--- config.mk ---
export PLATFORM = sky130hd
export DESIGN_NAME = board_renderer
export DESIGN_NICKNAME = d
export VERILOG_FILES = /design/src/rtl/board_renderer.sv
export SDC_FILE = /design/constraint.sdc
export NUM_CORES = 1
export LEC_CHECK = 0
export ABC_AREA = 1
export BUFFER_PORTS_ARGS = -buffer_cell sky130_fd_sc_hd__buf_2
export CAP_MARGIN = 20
export CORE_ASPECT_RATIO = 0.75
export CORE_MARGIN = 1
export CORE_UTILIZATION = 28
export DETAILED_ROUTE_END_ITERATION = 8
export GPL_TIMING_DRIVEN = 0
export PLACE_DENSITY_LB_ADDON = 0.1
export SYNTH_ARGS = -nofsm -noshare
export SYNTH_HDL_FRONTEND = slang
export SYNTH_SLANG_ARGS = --single-unit
--- constraint.sdc ---
create_clock -name CLOCK_50 -period 25.4 [get_ports CLOCK_50]
set_clock_uncertainty 0.05 [all_clocks]
set_input_delay 5.08 -clock CLOCK_50 [delete_from_list [all_inputs] [get_ports CLOCK_50]]
set_output_delay 5.08 -clock CLOCK_50 [all_outputs]
set_load 0.1 [all_outputs]
--- src/rtl/board_renderer.sv ---
// Board renderer: snapshots a multi-bit-per-cell board and sweeps the screen
// region (border ring + cells) one registered pixel per cycle.
module board_renderer #(
  parameter int COLS        = 10,
  parameter int ROWS        = 20,
  parameter int CELL_W      = 5,
  parameter int CELL_H      = 5,
  parameter int BORDER      = 1,
  parameter int X_OFF       = 40,
  parameter int Y_OFF       = 8,
  parameter int SCREEN_W    = 160,
  parameter int SCREEN_H    = 120,
  parameter int CELL_BITS   = 3,
  parameter int COLOUR_BITS = 3,
  parameter logic [COLOUR_BITS-1:0] BG_COLOUR     = COLOUR_BITS'(3'b000),
  parameter logic [COLOUR_BITS-1:0] BORDER_COLOUR = COLOUR_BITS'(3'b111)
) (
  input  logic                           CLOCK_50,
  input  logic                           resetn,
  input  logic [COLS*ROWS*CELL_BITS-1:0] board,
  input  logic                           start,
  output logic [7:0]                     x,
  output logic [6:0]                     y,
  output logic [COLOUR_BITS-1:0]         colour,
  output logic                           plot,
  output logic                           busy,
  output logic                           done
);

  localparam int W   = COLS*CELL_W + 2*BORDER;
  localparam int H   = ROWS*CELL_H + 2*BORDER;
  localparam int RXW = $clog2(W+1);
  localparam int RYW = $clog2(H+1);
  localparam int SXW = $clog2(CELL_W+1);
  localparam int SYW = $clog2(CELL_H+1);
  localparam int CCW = $clog2(COLS+1);
  localparam int CRW = $clog2(ROWS+1);

  if (X_OFF + W > SCREEN_W || Y_OFF + H > SCREEN_H || CELL_BITS > COLOUR_BITS) begin : g_bad_cfg
    $error("board_renderer: region exceeds screen or CELL_BITS > COLOUR_BITS");
  end

  typedef enum logic [1:0] {IDLE, LATCH, DRAW, DONE} state_t;

  state_t                         state;
  logic                           pending;
  logic [COLS*ROWS*CELL_BITS-1:0] shadow;
  logic [RXW-1:0]                 rx;
  logic [RYW-1:0]                 ry;
  logic [SXW-1:0]                 sx;
  logic [SYW-1:0]                 sy;
  logic [CCW-1:0]                 cc;
  logic [CRW-1:0]                 cr;

  logic                   in_x, in_y, last_col, last_row;
  int                     cell_idx;
  logic [CELL_BITS-1:0]   code;
  logic [COLOUR_BITS-1:0] pix;

  // Cell counters only move inside the interior, so (cr,cc) index the
  // shadow directly without any divide by CELL_W/CELL_H.
  always_comb begin
    in_x     = (int'(rx) >= BORDER) && (int'(rx) < W - BORDER);
    in_y     = (int'(ry) >= BORDER) && (int'(ry) < H - BORDER);
    last_col = (int'(rx) == W - 1);
    last_row = (int'(ry) == H - 1);
    cell_idx = int'(cr) * COLS + int'(cc);
    code     = CELL_BITS'(shadow >> (cell_idx * CELL_BITS));
    pix      = BG_COLOUR;
    if (!(in_x && in_y))  pix = BORDER_COLOUR;
    else if (code != '0)  pix = COLOUR_BITS'(code);
  end

  always_ff @(posedge CLOCK_50)
    if (state == LATCH) shadow <= board;

  always_ff @(posedge CLOCK_50) begin
    if (!resetn) begin
      state   <= IDLE;
      pending <= 1'b0;
      rx <= '0; ry <= '0; sx <= '0; sy <= '0; cc <= '0; cr <= '0;
      x <= '0; y <= '0; colour <= '0;
      plot <= 1'b0; busy <= 1'b0; done <= 1'b0;
    end else begin
      plot <= 1'b0;
      done <= 1'b0;
      case (state)
        IDLE: if (start) state <= LATCH;
        LATCH: begin
          rx <= '0; ry <= '0; sx <= '0; sy <= '0; cc <= '0; cr <= '0;
          busy  <= 1'b1;
          state <= DRAW;
          if (start) pending <= 1'b1;
        end
        DRAW: begin
          plot   <= 1'b1;
          x      <= 8'(X_OFF + int'(rx));
          y      <= 7'(Y_OFF + int'(ry));
          colour <= pix;
          if (start) pending <= 1'b1;
          if (last_col) begin
            rx <= '0;
            ry <= ry + 1'b1;
            sx <= '0;
            cc <= '0;
            if (in_y) begin
              if (int'(sy) == CELL_H - 1) begin
                sy <= '0;
                cr <= cr + 1'b1;
              end else begin
                sy <= sy + 1'b1;
              end
            end
            if (last_row) state <= DONE;
          end else begin
            rx <= rx + 1'b1;
            if (in_x) begin
              if (int'(sx) == CELL_W - 1) begin
                sx <= '0;
                cc <= cc + 1'b1;
              end else begin
                sx <= sx + 1'b1;
              end
            end
          end
        end
        DONE: begin
          busy <= 1'b0;
          done <= 1'b1;
          // A request arriving in this very cycle is folded into the pending one.
          if (pending || start) begin
            pending <= 1'b0;
            state   <= LATCH;
          end else begin
            state <= IDLE;
          end
        end
        default: state <= IDLE;
      endcase
    end
  end

endmodule

==> flow_metrics.py, run 1 <==
metrics = {
    "global_route": {
        "grt_pass1_vias": 21800,
        "grtUsageTotal_pct": 24.3,
        "grt_pass1_wl_mm": 164,
        "gr-total-overflow": 0,
        "antenna_found_initial": 62,
        "grt_max_degree": 69,
    },
    "timing": {
        "fmax_mhz": 152,
        "fin_crit_ns": 6.59,
        "tightest_slew_ns": 1.17,
        "setup-violations-final": 0,
        "rsz0062_at_grt": "no",
        "drv_slew": 0,
        "period_share_pct": 26.0,
        "fin_tns_setup_ns": 0,
        "hold_viol": 0,
        "slew_headroom_pct": 22.1,
    },
    "routing": {
        "drt_iter0_drc": 1855,
        "ant_nets": 0,
        "num_vias": 21500,
        "drc": 0,
        "routedWlPerCell_um": 27.0,
        "drt-total-wl_mm": 122,
        "viasPerCell": 4.74,
        "firstDrtPassIters": 5,
    },
    "synthesis": {
        "synth_area_um2": 27200,
        "synth_area_per_cell_um2": 11.2,
        "async_reset_ff_share_pct": 0,
        "synth_top_area_cell": "edfxtp_1",
        "yosysTopAreaCellShare_pct": 66.2,
        "ys_types": 38,
        "ys_ff_latch": 651,
        "synthTopCellsByArea": "edfxtp_1, nor2_1, nand3_1",
        "synth_fp_nets": 3067,
        "synth-edff-count": 600,
        "synth_ff_type": "edfxtp_1",
        "syn_inst": 2434,
        "synth_seq_area_share_pct": 69.9,
        "ys_warn_count": 0,
    },
    "setup_path": {
        "cp_max_fo": 2,
        "cpMaxStageDelayCell": "buf_2",
        "max_stage_delay_ns": 0.46,
        "crit_required_ns": 20.27,
        "arrival_ns": 1.46,
        "cp_top_family": "buffers and inverters",
        "cp-start-kind": "flip-flop",
        "crit_buf_inv": 1,
        "critPathKind": "reg2out",
        "cp-end-kind": "output pin",
        "crit_chain": "buf_2",
    },
    "power_and_ir_drop": {
        "max-vdd-ir-drop_uv": 46.6,
        "p_leak_uw": 0.0138,
        "powerDensity_nw_per_um2": 117,
    },
    "place": {
        "place_area_um2": 32400,
        "gp_congestion": 0.846,
        "dp_hpwl_mm": 92.8,
        "io_buffers": 622,
    },
    "clock_network": {
        "clk_path_buf_depth": 3,
        "cts_made_buffers": 73,
        "path_clk_slew_ns": 0.06,
        "insertion_delay_ns": 0.65,
        "clock_sinks": 651,
        "cts_root_buf": "clkbuf_16",
        "cts_tree": "done",
        "h-tree-depth": 3,
        "hold_buffers": 0,
        "cts_setup_buffers": 0,
        "ctsResizeCount": 0,
    },
    "floorplan": {
        "fp.dieH_um": 272,
        "ios": 624,
        "design.core.area_um2": 95800,
        "die_area_um2": 98500,
        "start_util_pct": 28.4,
        "rows": 98,
        "die_x_um": 362,
    },
    "outcome": {
        "status": "completed",
    },
    "cells_and_area": {
        "area_growth_pct": 27.6,
        "postLayoutCoreUtil_pct": 36.3,
        "mostFrequentLayoutCell": "buf_2",
        "drive_gt1_share_pct": 27.2,
        "final_area_um2": 34700,
        "final_cell_mix": "buf_2, edfxtp_1, nor2_1, nand3_1, nand2_1",
        "layout.nets": 3782,
    },
    "run": {
        "max_cap_viol_count": 0,
    },
    "hold_path": {
        "hp-class": "reg2reg",
    },
}
per-layer routing:
layer  up-vias  track usage [%]  routed length (µm)
li1       9893                -                   -
met1     10500             32.4               53000
met2       858             37.7               55200
met3       203             7.41               10500
met4        56             7.44                3400
met5         -                0                 342
path summary, 6_finish.rpt:
kind	end	cells past startpoint	slack, ns	startpoint
setup / recovery	colour[2]	1	18.81	colour[2]
hold / removal	ry[4]	1	0.45	ry[4]
setup reg to reg	colour[0]	15	20.74	cr[0]
hold reg to reg	ry[4]	1	0.45	ry[4]
cell usage after synthesis, types with 3 or more instances:
cell and number:
inv_1 166, o22ai_1 3, a31oi_1 3, a21oi_1 39, or2_2 46, nor3_1 8, buf_1 18, o211ai_1 30
nand4_1 4, nor2_1 480, xnor2_1 3, ha_1 28, buf_4 6, o21ai_0 195, nand2_1 267, a211oi_1 5
inv_2 3, xor2_1 5, dfxtp_1 51, edfxtp_1 600, nand3_1 336, buf_2 65, o21ai_1 11, clkbuf_1 42
layout make-up:
cell class | instances | area (µm²)
Buffer | 132 | 607
Multi-Input combinational cell | 1480 | 6940
Inverter | 171 | 642
Clock inverter | 40 | 319
Timing Repair Buffer | 640 | 3520
Fill cell | 9746 | 61000
Tap cell | 1300 | 1630
Clock buffer | 90 | 1960
Sequential cell | 651 | 19000
Antenna cell | 29 | 72.6
logic make-up (layout without fill, tap and decap cells):
group | count (synthesis) | after routing | synth area share, %
other cells | 1 | 30 | 0.0138
xor+xnor | 8 | 8 | 0.257
buf+inv | 303 | 1073 | 4.59
fa+ha+maj | 30 | 30 | 1.43
compound gates | 292 | 292 | 5.79
simple gates | 1149 | 1149 | 18.0
flops | 651 | 651 | 69.9
sequential cells by signal, indices dropped and copies added (netlist names), 4 cells and up:
signal / flops
x: 7
ry: 7
cr: 5
shadow: 600
cc: 4
rx: 6
y: 7
through the flow:
stage | std cells | hold WS [ns] | setup WS [ns] | total power, µW
2_1_floorplan | 2434 | 0.396 | 7.36 | 2480
3_3_place_gp | 4356 | 0.413 | -0.606 | 3250
3_5_place_dp | 4373 | 0.426 | 19.16 | 3050
4_1_cts | 4503 | 0.439 | 18.77 | 4110
5_1_grt | 4515 | 0.457 | 18.76 | 4260
6_report | 4533 | 0.448 | 18.81 | 4070
power breakdown:
| part | internal (µW) | total, µW | switching (µW) |
|---|---|---|---|
| Combinational | 361 | 1460 | 1100 |
| Clock | 591 | 1050 | 455 |
| Sequential | 1490 | 1560 | 71.7 |
| Total | 2440 | 4070 | 1630 |
Note: power is estimated with default switching activity, not from simulation.
==> run 2: changes to the inputs <==
Clock period 25.4 ns to 5.87 ns, I/O delays scaled along.
==> run 2 against run 1 <==
  * Combinational power rose to 4.3 times the previous value
  * Hold slack got worse by 0.0037 ns
  * Largest cell class unchanged
  * Cell count hardly changed
  * Non-clock buffer count did not move
  * Critical path type is now reg2reg
  * Largest power group unchanged
  * Critical endpoint is now colour[1]
  * Global-route usage is essentially flat
==> flow_metrics.py, run 2 (synthesis gave the netlist of run 1 again) <==
metrics = {
    "outcome": {
        "status": "completed",
    },
    "power_and_ir_drop": {
        "power_uw": 17700,
        "p_leak_uw": 0.0139,
        "powerDensity_nw_per_um2": 509,
        "max-vdd-ir-drop_uv": 203,
    },
    "cells_and_area": {
        "layout.nets": 3783,
        "drive_gt1_share_pct": 27.6,
        "mostFrequentLayoutCell": "buf_2",
        "final_cell_mix": "buf_2, edfxtp_1, nor2_1, nand3_1, nand2_1",
        "max_flop_register": "shadow",
        "area_growth_pct": 28.0,
        "largest_register_ffs": 600,
    },
    "timing": {
        "fmax_mhz": 214,
        "rsz0062_at_grt": "no",
        "period_share_pct": 79.6,
        "drv_slew": 0,
        "hold_viol": 0,
        "hold_ws_ns": 0.444,
        "tightest_slew_ns": 1.20,
        "setup-violations-final": 0,
        "fin_crit_ns": 4.67,
        "slew_headroom_pct": 20.1,
    },
    "routing": {
        "firstDrtPassIters": 7,
        "drt-total-wl_mm": 122,
        "viasPerCell": 4.75,
        "ant_nets": 0,
        "num_vias": 21500,
        "drc": 0,
        "routedWlPerCell_um": 26.9,
        "drt_iter0_drc": 1683,
    },
    "floorplan": {
        "ios": 624,
        "start_util_pct": 28.4,
        "rows": 98,
        "design.core.area_um2": 95800,
        "die_x_um": 362,
        "die_area_um2": 98500,
        "fp.dieH_um": 272,
    },
    "clock_network": {
        "clock_sinks": 651,
        "cts_made_buffers": 74,
        "insertion_delay_ns": 0.67,
        "path_clk_slew_ns": 0.06,
        "cts_tree": "done",
        "cts_setup_buffers": 0,
        "cts_root_buf": "clkbuf_16",
        "h-tree-depth": 3,
        "hold_buffers": 0,
        "clk_path_buf_depth": 3,
        "ctsResizeCount": 0,
    },
    "global_route": {
        "grt_pass1_wl_mm": 164,
        "antenna_found_initial": 63,
        "grt_pass1_vias": 21800,
        "grt_max_degree": 71,
        "gr-total-overflow": 0,
        "grtUsageTotal_pct": 24.3,
    },
    "setup_path": {
        "crit_required_ns": 6.37,
        "cp-start-kind": "flip-flop",
        "arrival_ns": 5.17,
        "cp_max_fo": 10,
        "cp-end-kind": "flip-flop",
        "critPathKind": "reg2reg",
    },
    "run": {
        "max_cap_viol_count": 0,
    },
    "place": {
        "dp_hpwl_mm": 92.5,
        "io_buffers": 622,
        "gp_congestion": 0.847,
    },
    "hold_path": {
        "hp-class": "reg2reg",
    },
}
-- run 2: changes by cell type in the layout (fill, tap and decap cells not counted), sizes merged --
cell,delta
clkbuf,+3
inv,+6
diode,-1
bufinv,+1
clkinv,-10
clkinvlp,-3
-- run 2: per-stage QoR --
step	setup WS, ns	util (%)	TNS (ns)	std cells	cell area, µm²
6_report	1.20	36.4	0	4529	34800
5_1_grt	1.02	36.3	0	4513	34800
4_1_cts	1.17	36.3	0	4500	34700
3_5_place_dp	1.17	33.8	0	4373	32400
3_3_place_gp	-2.81	33.4	-809.02	4356	32000
2_1_floorplan	-0.381	-	-4.18	2434	27300
-- run 2: area by class of cell --
type / instances / area [µm²]
buffer: 132 / 607
fill: 9750 / 60900
tap: 1300 / 1630
sequential: 651 / 19000
clock inverter: 34 / 349
multi-input combinational: 1480 / 6970
antenna: 28 / 70.1
timing repair buffer: 640 / 3530
clock buffer: 93 / 2000
inverter: 171 / 642
-- run 2: worst paths after layout --
| kind | from | to | slack, ns | cells after the start |
|---|---|---|---|---|
| setup / recovery | cr[0] | colour[1] | 1.20 | 15 |
| hold / removal | sy[0] | sy[0] | 0.44 | 2 |
| setup reg to reg | cr[0] | colour[1] | 1.20 | 15 |
| hold reg to reg | sy[0] | sy[0] | 0.44 | 2 |
-- run 2: critical path, stage by stage (launching register included) --
cell	delay, ns
dfxtp_1	0.46
ha_1	0.23
inv_1	0.06
fa_1	0.55
inv_1	0.14
clkbuf_1	0.74
buf_1	0.94
nand3_1	0.50
nand3_1	0.22
nand3_1	0.10
nand2_1	0.15
nand2_1	0.06
nand3_1	0.08
nand2_1	0.06
nand3_1	0.10
a21oi_1	0.07
-- run 2: power by group --
group / internal (µW) / total, µW / switching (µW)
logic: 1570 / 6320 / 4750
registers: 6440 / 6760 / 315
clock network: 2640 / 4640 / 2000
-- run 2: per-layer routing --
layer | vias up | share of wire (%) | global-route usage [%]
li1 | 9904 | - | -
met1 | 10500 | 44 | 32.7
met2 | 898 | 45 | 37.6
met3 | 193 | 8.3 | 7.51
met4 | 54 | 2.6 | 7.10
met5 | - | 0.27 | 0
==> run 3: changes to the inputs <==
Clock period 5.87 ns to 4.81 ns, I/O delays scaled along.
==> run 3 against run 2 <==
  * Via count is 0.51% higher
  * Fmax grew 4.3%
  * Design area down 0.20%
  * Combinational power up 21%
  * Clock power grew 20%
  * Sequential power increased by 22%
  * Critical path type unchanged
==> flow_metrics.py, run 3 (synthesis gave the netlist of run 1 again) <==
metrics = {
    "timing": {
        "tightest_slew_ns": 1.15,
        "fin_tns_setup_ns": 0,
        "fmax_mhz": 223,
        "period_share_pct": 93.2,
        "drv_slew": 0,
        "hold_viol": 0,
        "setup-violations-final": 0,
        "fin_crit_ns": 4.48,
        "slew_headroom_pct": 23.6,
        "hold_ws_ns": 0.422,
        "rsz0062_at_grt": "no",
    },
    "clock_network": {
        "path_clk_slew_ns": 0.07,
        "clock_sinks": 651,
        "clk_path_buf_depth": 3,
        "cts_tree": "done",
        "hold_buffers": 0,
        "cts_setup_buffers": 0,
        "cts_made_buffers": 74,
        "insertion_delay_ns": 0.66,
        "cts_root_buf": "clkbuf_16",
        "h-tree-depth": 3,
    },
    "power_and_ir_drop": {
        "p_comb_share_pct": 35.6,
        "p_sw_uw": 8570,
        "powerDensity_nw_per_um2": 618,
        "p_leak_uw": 0.0138,
        "intPower_uw": 12900,
        "switching_share_pct": 39.9,
        "max-vdd-ir-drop_uv": 233,
        "power_frac_clock_pct": 26.0,
        "seqPwrFrac_pct": 38.3,
    },
    "routing": {
        "drt-total-wl_mm": 122,
        "num_vias": 21600,
        "drc": 0,
        "routedWlPerCell_um": 27.0,
        "firstDrtPassIters": 7,
        "ant_nets": 0,
        "drt_iter0_drc": 1917,
        "viasPerCell": 4.77,
    },
    "floorplan": {
        "die_area_um2": 98500,
        "ios": 624,
        "rows": 98,
        "start_util_pct": 28.4,
        "die_x_um": 362,
        "design.core.area_um2": 95800,
        "fp.dieH_um": 272,
    },
    "global_route": {
        "grtUsageTotal_pct": 24.4,
        "antenna_found_initial": 54,
        "grt_pass1_wl_mm": 165,
        "gr-total-overflow": 0,
        "grt_pass1_vias": 21800,
        "grt_max_degree": 69,
    },
    "setup_path": {
        "crit_chain": "ha_1 -> inv_1 -> fa_1 -> clkdlybuf4s15_1 -> clkdlybuf4s15_1 -> nand3_1 -> nand3_1 -> nand3_1 -> nand3_1 -> nand3_1 -> nand2_1 -> nand2_1 -> nand2_1 -> a21oi_1",
        "critPathKind": "reg2reg",
        "crit_path_frequent_cell": "nand3_1",
        "cp-start-kind": "flip-flop",
        "crit_required_ns": 5.28,
        "cp_top_family": "buffers and inverters",
        "max_stage_delay_ns": 0.87,
        "cp_max_fo": 10,
        "crit_buf_inv": 3,
        "cpMaxStageDelayCell": "clkdlybuf4s15_1",
        "arrival_ns": 4.95,
        "cp-end-kind": "flip-flop",
    },
    "place": {
        "gp_congestion": 0.857,
        "io_buffers": 622,
        "dp_cells": 4371,
        "dp_hpwl_mm": 92.6,
    },
    "outcome": {
        "status": "completed",
    },
    "cells_and_area": {
        "layout.cells.non_filler": 4530,
        "final_cell_mix": "buf_2, edfxtp_1, nor2_1, nand3_1, nand2_1",
        "max_flop_register": "shadow",
        "area_growth_pct": 27.7,
        "mostFrequentLayoutCell": "buf_2",
        "layout.nets": 3782,
        "drive_gt1_share_pct": 27.4,
        "largest_register_ffs": 600,
    },
    "hold_path": {
        "hp-class": "in2reg",
    },
    "run": {
        "max_cap_viol_count": 0,
    },
}
-- run 3: changes by cell type in the layout (fill, tap and decap cells not counted), moves of 2 or more --
| cell | delta |
|---|---|
| buf_1 | -2 |
| buf_12 | -4 |
| clkdlybuf4s15_1 | +2 |
| clkinv_2 | -2 |
| buf_8 | +3 |
| diode_2 | -5 |
| inv_6 | -4 |
| clkinv_1 | +12 |
-- run 3: worst reg2reg max path: stages (launching register included) --
cell and delay [ns]:
dfxtp_1 0.45, ha_1 0.21, inv_1 0.06, fa_1 0.62, clkdlybuf4s15_1 0.82, clkdlybuf4s15_1 0.88, nand3_1 0.31, nand3_1 0.18
nand3_1 0.10, nand3_1 0.12, nand3_1 0.21, nand2_1 0.12, nand2_1 0.05, nand2_1 0.11, a21oi_1 0.07
-- run 3: power by group through the flow --
stage	clock, µW	combinational, µW	sequential [µW]
floorplan	0	3590	8860
global route	5910	8250	8360
global placement	0	7420	8700
detailed placement	0	7700	8360
finish	5590	7660	8240
CTS	5710	7720	8250
-- run 3: per-stage QoR --
stage	util [%]	worst slack, ns	cell area, µm²	power (µW)
final	36.3	0.328	34800	21500
after global routing	36.3	0.00793	34700	22500
after CTS	36.2	0.164	34700	21700
after detailed placement	33.8	-0.0607	32300	16100
after global placement	33.4	-3.86	32000	16100
after floorplan	-	-1.44	27300	12400
-- run 3: layer usage --
layer  track usage [%]  up-vias  part of all wire [%]
li1                  -     9904                     -
met1              33.2    10700                    44
met2              39.1      832                    46
met3              6.28      165                   7.9
met4              4.77       48                   1.8
met5                 0        -                  0.24
-- run 3: area by class of cell --
| type | instances | area, µm² |
|---|---|---|
| multi-input combinational | 1480 | 6970 |
| tap | 1300 | 1630 |
| inverter | 171 | 642 |
| antenna | 23 | 57.6 |
| fill | 9697 | 61000 |
| buffer | 132 | 628 |
| clock inverter | 39 | 299 |
| timing repair buffer | 639 | 3490 |
| clock buffer | 95 | 2000 |
| sequential | 651 | 19000 |
-- run 3: worst paths after layout --
check,startpoint,endpoint,slack (ns),cells past startpoint
worst max-delay path,cr[0],colour[0],0.33,14
worst min-delay path,board[324],shadow[324],0.42,1
worst max register to register,cr[0],colour[0],0.33,14
worst min register to register,ry[4],ry[4],0.43,1
-- run 3: repair_timing --
action                                  CTS  global route
cloned                                    0             0
resized for setup                         2             3
hold endpoints to repair                  0             0
endpoints found under the setup margin    1             1
